`src/rtl/servo_pkg.sv`:
```
// Shared servo command and timing definitions, also used by the UART command decoder.
package servo_pkg;

    localparam int MOTOR_W       = 3;
    localparam int ANGLE_W       = 8;
    localparam int DEF_CLK_HZ    = 50_000_000;
    localparam int DEF_FRAME_US  = 20_000;
    localparam int DEF_MIN_US    = 1_000;
    localparam int DEF_MAX_US    = 2_000;
    localparam int DEF_ANGLE_MAX = 180;

    typedef enum logic [0:0] {
        ST_RUN = 1'b0,
        ST_UPD = 1'b1
    } upd_state_e;

    // Ticks per microsecond is taken as a whole number before scaling.
    function automatic int us_to_ticks(input int clk_hz, input int us);
        return (clk_hz / 32'sd1_000_000) * us;
    endfunction

    function automatic int deg_to_ticks(input int clk_hz, input int min_us,
                                        input int max_us, input int angle_max);
        longint num;
        longint den;
        num = longint'(clk_hz) * longint'(max_us - min_us);
        den = 64'sd1_000_000 * longint'(angle_max);
        return int'(num / den);
    endfunction

endpackage

```
`src/rtl/servo_frame_timer.sv`:
```
// Frame counter for the servo bank: wraps every FRAME_TICKS, flags the last tick
// (update trigger) and emits a frame_start pulse aligned with the registered pwm.
module servo_frame_timer #(
    parameter int FRAME_TICKS = 1_000_000,
    parameter int CNT_W       = $clog2(FRAME_TICKS)
) (
    input  logic             clk,
    input  logic             rst_n,
    output logic [CNT_W-1:0] frame_cnt,
    output logic             frame_start,
    output logic             upd_trig
);

    localparam logic [CNT_W-1:0] LAST_CNT = CNT_W'(FRAME_TICKS - 1);

    logic [CNT_W-1:0] frame_cnt_d;
    logic [CNT_W-1:0] frame_cnt_q;
    logic             frame_start_d;
    logic             frame_start_q;
    logic             wrap_s;

    // Next count with wrap; frame_start is registered so it lines up with pwm.
    always_comb begin
        wrap_s = (frame_cnt_q == LAST_CNT);
        if (wrap_s) begin
            frame_cnt_d = {CNT_W{1'b0}};
        end else begin
            frame_cnt_d = frame_cnt_q + CNT_W'(1'b1);
        end
        frame_start_d = (frame_cnt_q == {CNT_W{1'b0}});
    end

    // Counter and pulse registers.
    always_ff @(posedge clk or negedge rst_n) begin
        if (!rst_n) begin
            frame_cnt_q   <= {CNT_W{1'b0}};
            frame_start_q <= 1'b0;
        end else begin
            frame_cnt_q   <= frame_cnt_d;
            frame_start_q <= frame_start_d;
        end
    end

    assign frame_cnt   = frame_cnt_q;
    assign frame_start = frame_start_q;
    assign upd_trig    = wrap_s;

endmodule

```
`src/rtl/servo_pwm_bank.sv`:
```
// Multi-channel hobby-servo PWM bank: per-joint target/active angles, slewed and
// latched into pulse widths only during the first cycles of each frame.
module servo_pwm_bank
    import servo_pkg::*;
#(
    parameter int CLK_HZ     = DEF_CLK_HZ,
    parameter int NUM_MOTORS = 6,
    parameter int FRAME_US   = DEF_FRAME_US,
    parameter int MIN_US     = DEF_MIN_US,
    parameter int MAX_US     = DEF_MAX_US,
    parameter int ANGLE_MAX  = DEF_ANGLE_MAX,
    parameter int SLEW_DEG   = 0
) (
    input  logic                  clk,
    input  logic                  rst_n,
    input  logic                  cmd_valid,
    input  logic [MOTOR_W-1:0]    motor,
    input  logic [ANGLE_W-1:0]    angle,
    output logic [NUM_MOTORS-1:0] pwm,
    output logic                  frame_start,
    output logic                  cmd_err
);

    localparam int FRAME_TICKS = us_to_ticks(CLK_HZ, FRAME_US);
    localparam int MIN_TICKS   = us_to_ticks(CLK_HZ, MIN_US);
    localparam int DEG_TICKS   = deg_to_ticks(CLK_HZ, MIN_US, MAX_US, ANGLE_MAX);
    localparam int CNT_W       = $clog2(FRAME_TICKS);

    localparam logic [ANGLE_W-1:0] ANGLE_MAX_C  = ANGLE_W'(ANGLE_MAX);
    localparam logic [ANGLE_W-1:0] ANGLE_CTR_C  = ANGLE_W'(ANGLE_MAX / 2);
    localparam logic [ANGLE_W-1:0] SLEW_C       = ANGLE_W'(SLEW_DEG);
    localparam logic [CNT_W-1:0]   WIDTH_CTR_C  = CNT_W'(MIN_TICKS + (ANGLE_MAX / 2) * DEG_TICKS);
    localparam logic [MOTOR_W:0]   NUM_MOTORS_C = (MOTOR_W + 1)'(NUM_MOTORS);
    localparam logic [MOTOR_W-1:0] LAST_IDX_C   = MOTOR_W'(NUM_MOTORS - 1);

    logic [CNT_W-1:0]      frame_cnt_s;
    logic                  upd_trig_s;

    upd_state_e            state_d, state_q;
    logic [MOTOR_W-1:0]    idx_d, idx_q;
    logic [ANGLE_W-1:0]    target_d [NUM_MOTORS];
    logic [ANGLE_W-1:0]    target_q [NUM_MOTORS];
    logic [ANGLE_W-1:0]    active_d [NUM_MOTORS];
    logic [ANGLE_W-1:0]    active_q [NUM_MOTORS];
    logic [CNT_W-1:0]      width_d  [NUM_MOTORS];
    logic [CNT_W-1:0]      width_q  [NUM_MOTORS];
    logic [NUM_MOTORS-1:0] pwm_d, pwm_q;
    logic                  cmd_err_d, cmd_err_q;

    logic                  motor_ok_s;
    logic [ANGLE_W-1:0]    angle_clamped_s;
    logic [ANGLE_W-1:0]    cur_target_s;
    logic [ANGLE_W-1:0]    cur_active_s;
    logic [ANGLE_W-1:0]    diff_s;
    logic [ANGLE_W-1:0]    step_s;
    logic [CNT_W-1:0]      step_width_s;

    servo_frame_timer #(
        .FRAME_TICKS (FRAME_TICKS),
        .CNT_W       (CNT_W)
    ) u_timer (
        .clk         (clk),
        .rst_n       (rst_n),
        .frame_cnt   (frame_cnt_s),
        .frame_start (frame_start),
        .upd_trig    (upd_trig_s)
    );

    // Command qualification: range check on the channel, clamp on the angle.
    always_comb begin
        motor_ok_s = ({1'b0, motor} < NUM_MOTORS_C);
        if (angle > ANGLE_MAX_C) begin
            angle_clamped_s = ANGLE_MAX_C;
        end else begin
            angle_clamped_s = angle;
        end
    end

    // Next active angle for the channel under update, stepping toward its target.
    always_comb begin
        cur_target_s = target_q[idx_q];
        cur_active_s = active_q[idx_q];
        if (cur_target_s >= cur_active_s) begin
            diff_s = cur_target_s - cur_active_s;
        end else begin
            diff_s = cur_active_s - cur_target_s;
        end
        if ((SLEW_C == 8'd0) || (diff_s <= SLEW_C)) begin
            step_s = cur_target_s;
        end else if (cur_target_s > cur_active_s) begin
            step_s = cur_active_s + SLEW_C;
        end else begin
            step_s = cur_active_s - SLEW_C;
        end
        step_width_s = CNT_W'(MIN_TICKS + int'(step_s) * DEG_TICKS);
    end

    // Target writes plus the RUN/UPD sequencer; UPD reads the pre-write target.
    always_comb begin
        state_d   = state_q;
        idx_d     = idx_q;
        target_d  = target_q;
        active_d  = active_q;
        width_d   = width_q;
        cmd_err_d = 1'b0;

        if (cmd_valid) begin
            if (motor_ok_s) begin
                target_d[motor] = angle_clamped_s;
            end else begin
                cmd_err_d = 1'b1;
            end
        end else begin
            cmd_err_d = 1'b0;
        end

        case (state_q)
            ST_RUN: begin
                if (upd_trig_s) begin
                    state_d = ST_UPD;
                    idx_d   = {MOTOR_W{1'b0}};
                end else begin
                    state_d = ST_RUN;
                end
            end
            ST_UPD: begin
                active_d[idx_q] = step_s;
                width_d[idx_q]  = step_width_s;
                if (idx_q == LAST_IDX_C) begin
                    state_d = ST_RUN;
                    idx_d   = {MOTOR_W{1'b0}};
                end else begin
                    idx_d   = idx_q + MOTOR_W'(1'b1);
                end
            end
            default: begin
                state_d = ST_RUN;
                idx_d   = {MOTOR_W{1'b0}};
            end
        endcase
    end

    // Pulse compare against the live widths.
    always_comb begin
        for (int i = 0; i < NUM_MOTORS; i++) begin
            pwm_d[i] = (frame_cnt_s < width_q[i]);
        end
    end

    // State registers; reset parks every joint at center.
    always_ff @(posedge clk or negedge rst_n) begin
        if (!rst_n) begin
            state_q   <= ST_RUN;
            idx_q     <= {MOTOR_W{1'b0}};
            pwm_q     <= {NUM_MOTORS{1'b0}};
            cmd_err_q <= 1'b0;
            for (int i = 0; i < NUM_MOTORS; i++) begin
                target_q[i] <= ANGLE_CTR_C;
                active_q[i] <= ANGLE_CTR_C;
                width_q[i]  <= WIDTH_CTR_C;
            end
        end else begin
            state_q   <= state_d;
            idx_q     <= idx_d;
            pwm_q     <= pwm_d;
            cmd_err_q <= cmd_err_d;
            for (int i = 0; i < NUM_MOTORS; i++) begin
                target_q[i] <= target_d[i];
                active_q[i] <= active_d[i];
                width_q[i]  <= width_d[i];
            end
        end
    end

    assign pwm     = pwm_q;
    assign cmd_err = cmd_err_q;

endmodule

```
`config.mk`:
```
export PLATFORM = sky130hd
export DESIGN_NAME = servo_pwm_bank
export DESIGN_NICKNAME = d
export VERILOG_FILES = /design/src/rtl/servo_pkg.sv /design/src/rtl/servo_frame_timer.sv /design/src/rtl/servo_pwm_bank.sv
export SDC_FILE = /design/constraint.sdc
export NUM_CORES = 1
export LEC_CHECK = 0
export CAP_MARGIN = 40
export CORE_ASPECT_RATIO = 0.9
export CORE_MARGIN = 4
export CORE_UTILIZATION = 53
export DETAILED_ROUTE_END_ITERATION = 8
export PLACE_DENSITY = 0.7
export SETUP_SLACK_MARGIN = 0.15
export SKIP_LAST_GASP = 1
export SYNTH_ARGS = -nofsm -noshare
export SYNTH_HDL_FRONTEND = slang
export SYNTH_HIERARCHICAL = 1
export SYNTH_SLANG_ARGS = --single-unit
```
`constraint.sdc`:
```
create_clock -name clk -period 6.4 [get_ports clk]
set_input_delay 1.6 -clock clk [delete_from_list [all_inputs] [get_ports clk]]
set_output_delay 1.6 -clock clk [all_outputs]
set_load 0.03 [all_outputs]
```
# After elaboration in Yosys (flattened, before gate mapping)
# Index checks and enable logic that the tools add are counted.
# totals
mem_count	0
out_inout_bits	8
regBits	200
romBits	0
latch_bits	0
wordCells	63
mem_bits_rw	0
# classes
muxes	19
bitwise_logic	3
n_div	0
n_shift	0
n_eq_ne	3
mul	1
order_cmp	12
reduce_logical	4
add_sub_neg	3
# ops
cell	count
$bwmux W120	1
$lt A20 B20 Y1	6
$demux W20 S3	1
$bwmux W48	1
$mux W20	2
$mux W8	4
$bmux W8 S3	1
$demux W8 S3	1
$add A20 B1 Y20 const B	1
$eq A20 B20 Y1 const B	1
$logic_not A20 Y1	1
$add A16 B17 Y18 const A	1
$mul A8 B9 Y17 const B	1
$ge A4 B4 Y1 const B	2
$gt A8 B8 Y1 const B	1
$lt A4 B1 Y1 const B	2
$not A3 Y4	2
$mux W3	2
$pmux W3 S2	1
$mux W1	4
$add A3 B1 Y3 const B	1
$eq A3 B3 Y1 const B	1
$lt A3 B3 Y1 const B	1
$logic_and A1 B1 Y1	2
other kinds (4)	4

# Logic depth before layout (Yosys ltp)
# Gate-level depths: netlist of run 1.
# logic_depth
word_depth	7
mapped_depth	20
ltp_nobuf	16

# Cells and area by module
# Netlist of run 1, hierarchy kept.
# modules_own_cells
module	cells_per_inst	n_inst	area_per_inst_um2
servo_pwm_bank	1130	1	10478.8
servo_frame_timer	102	1	1047.3

# Least setup slack after synthesis of run 1
# OpenSTA, ideal clock, no wires.
# synth_timing
kind	reg-to-reg
startpoint	reg idx_q[0]
endpoint	reg width_q[115] (netlist bit)
period_less_slack_ns	4.954
t_required_ns	6.318
stages_incl_launch_ff	19
setup_ns	0.082
arrival_time_ns	4.872
path_slack_ns	1.446
cell_sequence	dfrtp_1 buf_6 buf_2 mux4_2 a21oi_1 inv_1 fa_1 inv_1 fa_1 inv_1 ha_1 ha_1 clkbuf_1 a21o_1 a221oi_2 nor2b_1 or4_1 clkbuf_1 a31oi_1
# synth_between
elab_chain_len	7
# synth_lines
element	line_no	rtl
from (decl)	servo_pwm_bank.sv:40	logic [MOTOR_W-1:0] idx_d, idx_q;
from (signal assigned)	servo_pwm_bank.sv:154	idx_q <= {MOTOR_W{1'b0}};
from (signal assigned)	servo_pwm_bank.sv:164	idx_q <= idx_d;
$not A3 Y4 (implied by the code) *	servo_pwm_bank.sv:81, servo_pwm_bank.sv:128	
$bmux W8 S3	servo_pwm_bank.sv:81	cur_target_s = target_q[idx_q];
$mux W8 (implied by the code) (2 in a row)	servo_pwm_bank.sv:81	
$mul A8 B9 Y17	servo_pwm_bank.sv:95	step_width_s = CNT_W'(MIN_TICKS + int'(step_s) * DEG_TICKS);
$add A16 B17 Y18	servo_pwm_bank.sv:95	
$bwmux W120 *	servo_pwm_bank.sv:128	width_d[idx_q] = step_width_s;
to (signal, indexed assignment)	servo_pwm_bank.sv:170	width_q[i] <= width_d[i];
to (decl)	servo_pwm_bank.sv:46	logic [CNT_W-1:0] width_q [NUM_MOTORS];
# Mark *: on every way between the ends. The rest lies on a longest branch, timed or not. The select of a mux whose other input is x is not followed.
# A chain may end at the register's enable or synchronous reset.

# Worst setup path in the final report of run 1
# layout_timing
startpoint	reg idx_q[0]
endpoint	reg width_q[31] (netlist bit)
# Same word-level chain as after synthesis.

==> out/qor_table.md, run 1 <==
| Parameter | This run | Unit |
| --- | --- | --- |
| Area post-placement | 0.01208 | sq mm |
| Die extent in y | 147.9 | um |
| Synth area leader | sky130_fd_sc_hd__dfrtp_1 | - |
| Worst IR drop on VDD | 0.0003199 | V |
| Cell types with the largest area share after synthesis | sky130_fd_sc_hd__dfrtp_1 26%, sky130_fd_sc_hd__ha_1 15%, sky130_fd_sc_hd__dfstp_2 15% | - |
| Buffers added on ports | 21 | - |
| Crit path launch type | flop | - |
| Non-Filler Instances | 1539 | - |
| Final Hold Violating Endpoints | 0 | - |
| Number of global-route vias before repair | 8228 | - |
| Via count normalized by instance count | 5.713 | - |
| Class of the tightest hold or removal check | flop to flop | - |
| Sw Share | 0.3987 | - |
| Number of antenna violations at the first check in global routing | 0 | - |
| Highest Signal Layer | met4 | - |
| M1 WL | 13.11 | mm |
| Capturing instance or port of the critical path | width_q[31]$_DFFE_PN0P_ | - |
| Max_slew headroom | 0.3282 | - |
| Detail Route met2 WL | 11.77 | mm |
| Sequence of cells on the critical path | buf_4 > mux4_2 > a22oi_2 > inv_2 > ha_1 > inv_1 > fa_1 > inv_1 > fa_1 > ha_1 > ha_1 > a21oi_1 > and2_1 > a211oi_1 > a211oi_1 > o21ai_0 | - |
| DR vias | 8792 | - |
| Clock Tree Root | sky130_fd_sc_hd__clkbuf_16 | - |
| Final-report max-slew violation count | 0 | - |
| Commonest cells after routing, fill and taps aside | 178 x sky130_fd_sc_hd__nand2_1, 140 x sky130_fd_sc_hd__ha_1, 139 x sky130_fd_sc_hd__o21ai_0 | - |
| Reg2Reg Launch Point | idx_q[0]$_DFFE_PN0P_ | - |
| Hold buffer count at CTS | 0 | - |
| Nets | 1404 | - |
| Total congestion overflow after global routing | 0 | - |
| Area inside the core boundary | 0.02108 | sq mm |
| Detail-routed net length per standard cell | 17.47 | um |
| Warning count from the yosys run | 6 | - |
| Wire length reported by the detailed router | 26.89 | mm |
| Max H-tree Level | 4 | - |
| Slowest stage cell on the critical path | sky130_fd_sc_hd__a211oi_1 | - |
| Number of flops mapped to enable cells by yosys | 0 | - |
| R2R setup slack | 0.75 | ns |
| Skew-Pair Late Insertion Delay | 0.44 | ns |
| Net count after synthesis | 1396 | - |
| PwrDens | 283.0 | mW/mm^2 |
| Most common cell after layout, fill and taps aside | sky130_fd_sc_hd__nand2_1 | - |
| Worst setup path start | idx_q[0]$_DFFE_PN0P_ | - |
| Area share of the largest cell type after synthesis | 0.2649 | - |
| Overall Power | 3.589 | mW |
| Clk network pwr share | 0.297 | - |
| Final critical-path setup slack | 0.7499 | ns |
| Final min period | 5.650 | ns |
| Buffer count from post-CTS setup fixing | 0 | - |
| DRC marker count from the first detailed-route iteration | 600 | - |
| Async SR Flop Fraction | 1.000 | - |
| Crit path kind | flop to flop | - |
| Global-route wire length before repair | 43.85 | mm |
| Clock sink total | 188 | - |
| Pre-CTS setup slack | 0.8664 | ns |
| Half-perimeter wire length after placement | 19.66 | mm |
| CTS clock-pin slew for the worst setup and hold paths | 0.08 | ns |
| Clock tree from TritonCTS | done | - |
| F_max | 177.0 | MHz |
| Die area | 0.02417 | sq mm |
| Post-Route Utilization | 0.6014 | - |
| Highest cell delay on the worst timing path | 0.84 | ns |
| Number of nets still failing antenna checks after routing | 0 | - |
| DP Cell Count | 1507 | - |
| Final clock skew | 0.01506 | ns |
| Total of cells resized after clock tree synthesis | 0 | - |
| Unrepaired setup endpoints after global routing | false | - |
| Endpoint of the worst-slack reg-to-reg timing path | width_q[31]$_DFFE_PN0P_ | - |
| Final hold slack | 0.4796 | ns |
| Most repeated library cell on the critical path | sky130_fd_sc_hd__ha_1 | - |
| Fraction of power consumed by combinational cells | 0.342 | - |
| Part of the cycle the worst path needs | 0.8828 | - |
| Site row count | 50 | - |
| Crit path required time | 6.68 | ns |
| Final number of setup-violating endpoints | 0 | - |
| Net switching power | 1.431 | mW |
| Most common flop cell mapped by yosys | sky130_fd_sc_hd__dfrtp_1 | - |
| Kind of end point of the critical path | flop | - |
| Share of total power in sequential cells | 0.361 | - |
| Total DRC errors in the routed layout | 0 | - |
| Number of antenna repair diodes | 0 | - |
| Static leakage | 5.688 | nW |
| Total global routing track utilization | 0.2290 | - |
| Max capacitance violation total | 0 | - |
| Number of optimization iterations in the first detailed-route pass | 5 | - |
| Critical path peak fanout | 16 | - |
| Initial cell density of the core | 0.5467 | - |
| Netlist Area Pre-Place | 0.01153 | sq mm |
| I/O pins | 22 | - |
| Arrival time of the worst setup path | 5.93 | ns |
| Largest buffer count on any clock path | 2 | - |
| Cts bufs inserted | 17 | - |
| Amount of wire on met3 after detailed routing | 1.561 | mm |
| Area growth, synth to finish | 10.01 | % |
| Final design area excluding fillers | 0.01268 | sq mm |
| Largest net degree at the start of global routing | 96 | - |
| Die X | 163.4 | um |
| Yosys reg bits | 188 | - |
| Int Power | 2.158 | mW |
| Routability congestion estimate | 0.9045 | - |
| Portion of the post-synthesis area used by sequential elements | 0.4153 | - |
| Mapped Avg Cell Area | 9.356 | sq um |
| Transition time of the tightest slew-check pin | 1.002 | ns |
| Length in cells of the worst reg-to-reg path | 16 | - |
| Post-synthesis instance total | 1232 | - |
| Result of the run | complete, no violations | - |
| Fraction of layout instances using a drive strength above 1 | 0.1157 | - |
| Distinct cell type count of the synthesized netlist | 58 | - |
| Setup TNS | 0 | ns |
[how the worst min path moves through the flow]
stage | from | endpoint | slack, ns | cells after the start
after global routing | target_q[20]$_DFFE_PN1P_ | target_q[20]$_DFFE_PN1P_ | 0.49 | 2
after CTS | width_q[13]$_DFFE_PN1P_ | width_q[13]$_DFFE_PN1P_ | 0.48 | 2
after global placement | target_q[26]$_DFFE_PN0P_ | target_q[26]$_DFFE_PN0P_ | 0.46 | 2
final | target_q[12]$_DFFE_PN1P_ | target_q[12]$_DFFE_PN1P_ | 0.48 | 2
after floorplan | target_q[10]$_DFFE_PN0P_ | target_q[10]$_DFFE_PN0P_ | 0.44 | 2
after detailed placement | width_q[77]$_DFFE_PN0P_ | width_q[77]$_DFFE_PN0P_ | 0.47 | 2
[state kept, by name (all words and copies together) (netlist names)]
signal	cells
idx_q	3
cmd_err	1
target_q	48
u_timer/frame_start	1
u_timer/frame_cnt	20
pwm	6
state_q	1
width_q	108
[synthesized netlist by cell type (all sizes together), types with 10 or more instances]
cell and count:
a211oi 21, a21o 47, a21oi 40, clkbuf 41, dfrtp 122, dfstp 66
fa 10, ha 140, inv 133, mux2i 10, nand2 178, nand2b 16
nand3 20, nand4 28, nor2 61, nor2b 12, o21ai 139, o31ai 21
xor2 10
[cells by family after synthesis]
family / count (synthesis) / share of synthesized area
buffers and inverters: 183 / 0.06112
adders and majority gates: 150 / 0.1693
muxes: 26 / 0.03213
xor gates and xnor gates: 19 / 0.01444
AOI/OAI and AO/OA: 301 / 0.1595
DFF: 188 / 0.4153
and+or+nand+nor: 365 / 0.1482
[area by class of cell]
cell class / instances / area [sq um]
well taps: 286 / 357.8
flip-flops and latches: 188 / 4787
repair buffers: 38 / 400.4
fillers: 1829 / 8403
clock inverters: 15 / 171.4
inverters: 134 / 503.0
multi-input cells: 861 / 6035
clock buffers: 17 / 425.4
[critical path, delay by kind of cell, from the launching register on]
kind            cells  cell delay, ns
fa+ha+maj           5            1.71
flops               1            0.74
mux                 1            0.54
compound gates      5            1.74
buf+inv             4            0.57
simple gates        1            0.21
[power groups by stage]
| stage | sequential [mW] | clock, mW | combinational [mW] |
|---|---|---|---|
| CTS | 1.30 | 1.08 | 1.21 |
| detailed placement | 1.32 | 0 | 1.20 |
| global route | 1.30 | 1.13 | 1.36 |
| finish | 1.30 | 1.07 | 1.23 |
| global placement | 1.32 | 0 | 1.19 |
| floorplan | 1.31 | 0 | 0.796 |
[per-layer routing]
metal  GRT usage  vias to the layer above
li1            -                     4282
met1      0.3479                     4232
met2      0.3456                      249
met3     0.03373                       29
met4     0.05786                        0
met5           0                        -
(Power assumes the default switching activity.)
==> inputs of run 2 (changes only) <==
--- a/config.mk
+++ b/config.mk
@@ -8,9 +8,9 @@
 export CAP_MARGIN = 40
 export CORE_ASPECT_RATIO = 0.9
 export CORE_MARGIN = 4
-export CORE_UTILIZATION = 53
+export CORE_UTILIZATION = 35
 export DETAILED_ROUTE_END_ITERATION = 8
-export PLACE_DENSITY = 0.7
+export RECOVER_POWER = 50
 export SETUP_SLACK_MARGIN = 0.15
 export SKIP_LAST_GASP = 1
 export SYNTH_ARGS = -nofsm -noshare
==> constraint.sdc (replaced) <==
create_clock -name clk -period 5.2 [get_ports clk]
set_input_delay 1.3 -clock clk [delete_from_list [all_inputs] [get_ports clk]]
set_output_delay 1.3 -clock clk [all_outputs]
set_load 0.03 [all_outputs]
==> run 2 against run 1 <==
The run now ends with max-capacitance violations, max-slew violations left. Design area rose by 2.0%. Sequential share of layout area decreased by 0.72 points. Clock skew about the same. Non-clock buffer count up 11. Clock power grew 26%. Register-to-register slack worse by 0.30 ns. Clock-buffer cell count up 5.
==> out/qor_table.md, run 2 (synthesis gave the netlist of run 1 again) <==
| Parameter | This run | Unit |
| --- | --- | --- |
| Clock Tree Root | sky130_fd_sc_hd__clkbuf_16 | - |
| Highest-utilization routing layer at the global route stage | met2 | - |
| Routability congestion estimate | 0.8388 | - |
| Global-route wire length before repair | 46.08 | mm |
| Max H-tree Level | 4 | - |
| Total global routing track utilization | 0.1613 | - |
| Hold buffer count at CTS | 0 | - |
| Critical path peak fanout | 17 | - |
| Share of total power in sequential cells | 0.344 | - |
| Final-report max-slew violation count | 50 | - |
| GRT met3 Usage | 0.02150 | - |
| Clock tree from TritonCTS | done | - |
| Area inside the core boundary | 0.03219 | sq mm |
| Cts bufs inserted | 17 | - |
| Kind of end point of the critical path | flop | - |
| Clk network pwr share | 0.291 | - |
| Transition time of the tightest slew-check pin | 2.797 | ns |
| Worst IR drop on VDD | 0.0002528 | V |
| Largest buffer count on any clock path | 2 | - |
| Wire length reported by the detailed router | 27.95 | mm |
| Number of nets still failing antenna checks after routing | 0 | - |
| Site row count | 62 | - |
| Setup TNS | 0 | ns |
| Commonest cells after routing, fill and taps aside | 178 x sky130_fd_sc_hd__nand2_1, 140 x sky130_fd_sc_hd__ha_1, 138 x sky130_fd_sc_hd__o21ai_0 | - |
| Area growth, synth to finish | 12.19 | % |
| Arrival time of the worst setup path | 5.11 | ns |
| Die X | 199.3 | um |
| Failing checks | max-capacitance violations, max-slew violations | - |
| Skew-Pair Late Insertion Delay | 0.45 | ns |
| Number of antenna repair diodes | 0 | - |
| Max capacitance violation total | 1 | - |
| Unrepaired setup endpoints after global routing | false | - |
| DR vias | 8687 | - |
| Crit path launch type | flop | - |
| Final design area excluding fillers | 0.01293 | sq mm |
| Via count normalized by instance count | 5.171 | - |
| Met2 usage in global routing | 0.2505 | - |
| Largest net degree at the start of global routing | 81 | - |
| Fraction of layout instances using a drive strength above 1 | 0.1266 | - |
| Crit path kind | flop to flop | - |
| Number of global-route vias before repair | 8584 | - |
| Half-perimeter wire length after placement | 20.80 | mm |
| Static leakage | 5.722 | nW |
| Result of the run | finished with violations | - |
| Initial cell density of the core | 0.3580 | - |
| Buffer count from post-CTS setup fixing | 0 | - |
| DRC marker count from the first detailed-route iteration | 581 | - |
| F_max | 210.5 | MHz |
| Most common cell after layout, fill and taps aside | sky130_fd_sc_hd__nand2_1 | - |
| Total congestion overflow after global routing | 0 | - |
| Final min period | 4.751 | ns |
| Buffers added on ports | 21 | - |
| Fraction of power consumed by combinational cells | 0.365 | - |
| Final number of setup-violating endpoints | 0 | - |
| PwrDens | 358.5 | mW/mm^2 |
| Final Hold Violating Endpoints | 0 | - |
| Class of the tightest hold or removal check | flop to flop | - |
| Final clock skew | 0.01548 | ns |
| Int Power | 2.853 | mW |
| Area post-placement | 0.01234 | sq mm |
| Met1 Usage GRT | 0.2345 | - |
| Part of the cycle the worst path needs | 0.9137 | - |
| Clock sink total | 188 | - |
| Sw Share | 0.3845 | - |
| Total of cells resized after clock tree synthesis | 0 | - |
| CTS clock-pin slew for the worst setup and hold paths | 0.08 | ns |
| Number of optimization iterations in the first detailed-route pass | 5 | - |
| I/O pins | 22 | - |
| Detail-routed net length per standard cell | 16.64 | um |
| Net switching power | 1.782 | mW |
| Total DRC errors in the routed layout | 0 | - |
| Largest Register | width_q | - |
| Max_slew headroom | -0.8647 | - |
| Number of antenna violations at the first check in global routing | 0 | - |
| Die area | 0.03590 | sq mm |
| Crit path required time | 5.55 | ns |
| Final hold slack | 0.4766 | ns |
| Die extent in y | 180.2 | um |
| Flip-flop count of the largest register after layout | 108 | - |
| Nets | 1415 | - |
-- run 2: cell type report --
| class | instances | area, sq um |
|---|---|---|
| fillers | 3149 | 19260 |
| multi-input cells | 861 | 6068 |
| flip-flops and latches | 188 | 4788 |
| well taps | 416 | 520.5 |
| clock buffers | 22 | 518.0 |
| inverters | 134 | 503.0 |
| repair buffers | 49 | 445.4 |
| clock inverters | 10 | 87.58 |
-- run 2: worst paths after layout --
kind,startpoint,endpoint,slack [ns],depth (start not counted)
worst max-delay path,idx_q[0]$_DFFE_PN0P_,width_q[51]$_DFFE_PN0P_,0.45,17
worst min-delay path,width_q[113]$_DFFE_PN1P_,width_q[113]$_DFFE_PN1P_,0.48,2
worst max register to register,idx_q[0]$_DFFE_PN0P_,width_q[51]$_DFFE_PN0P_,0.45,17
worst min register to register,width_q[113]$_DFFE_PN1P_,width_q[113]$_DFFE_PN1P_,0.48,2
max in group asynchronous,rst_n,idx_q[2]$_DFFE_PN0P_,0.95,3
min in group asynchronous,rst_n,pwm[3]$_DFF_PN0_,1.75,1
-- run 2: per-layer routing --
| metal | wire length (um) | part of all wire | up-vias |
|---|---|---|---|
| met2 | 12720 | 0.46 | 159 |
| met4 | 559 | 0.020 | 0 |
| met5 | 0 | 0 | - |
| met1 | 13780 | 0.49 | 4186 |
| met3 | 893 | 0.032 | 37 |
| li1 | - | - | 4305 |
-- run 2: power by group through the flow --
stage          Sequential [mW]  Combinational [mW]  Clock [mW]
3_3_place_gp              1.62                1.64           0
6_report                  1.59                1.69        1.35
5_1_grt                   1.60                1.87        1.44
4_1_cts                   1.60                1.67        1.38
3_5_place_dp              1.62                1.66           0
2_1_floorplan             1.61               0.980           0
-- run 2: stage by stage --
stage / cells / total power [mW] / setup slack [ns] / util
2_1_floorplan: 1232 / 2.587 / 0.2463 / -
3_3_place_gp: 1640 / 3.264 / 0.3339 / 0.3798
3_5_place_dp: 1648 / 3.285 / 0.2204 / 0.3832
4_1_cts: 1680 / 4.649 / 0.1873 / 0.4020
5_1_grt: 1680 / 4.915 / 0.1460 / 0.4017
6_report: 1680 / 4.635 / 0.4488 / 0.4017
-- run 2: critical path: stages (launching register included) --
cell,delay (ns)
sky130_fd_sc_hd__dfrtp_1,0.35
sky130_fd_sc_hd__buf_4,0.26
sky130_fd_sc_hd__mux4_2,0.54
sky130_fd_sc_hd__a22oi_2,0.23
sky130_fd_sc_hd__inv_2,0.08
sky130_fd_sc_hd__ha_1,0.29
sky130_fd_sc_hd__inv_1,0.05
sky130_fd_sc_hd__fa_1,0.36
sky130_fd_sc_hd__inv_1,0.08
sky130_fd_sc_hd__fa_1,0.41
sky130_fd_sc_hd__ha_1,0.31
sky130_fd_sc_hd__ha_1,0.36
sky130_fd_sc_hd__nand2_1,0.12
sky130_fd_sc_hd__or3b_2,0.51
sky130_fd_sc_hd__a211oi_1,0.26
sky130_fd_sc_hd__a211oi_1,0.09
sky130_fd_sc_hd__buf_4,0.18
sky130_fd_sc_hd__o21ai_0,0.18
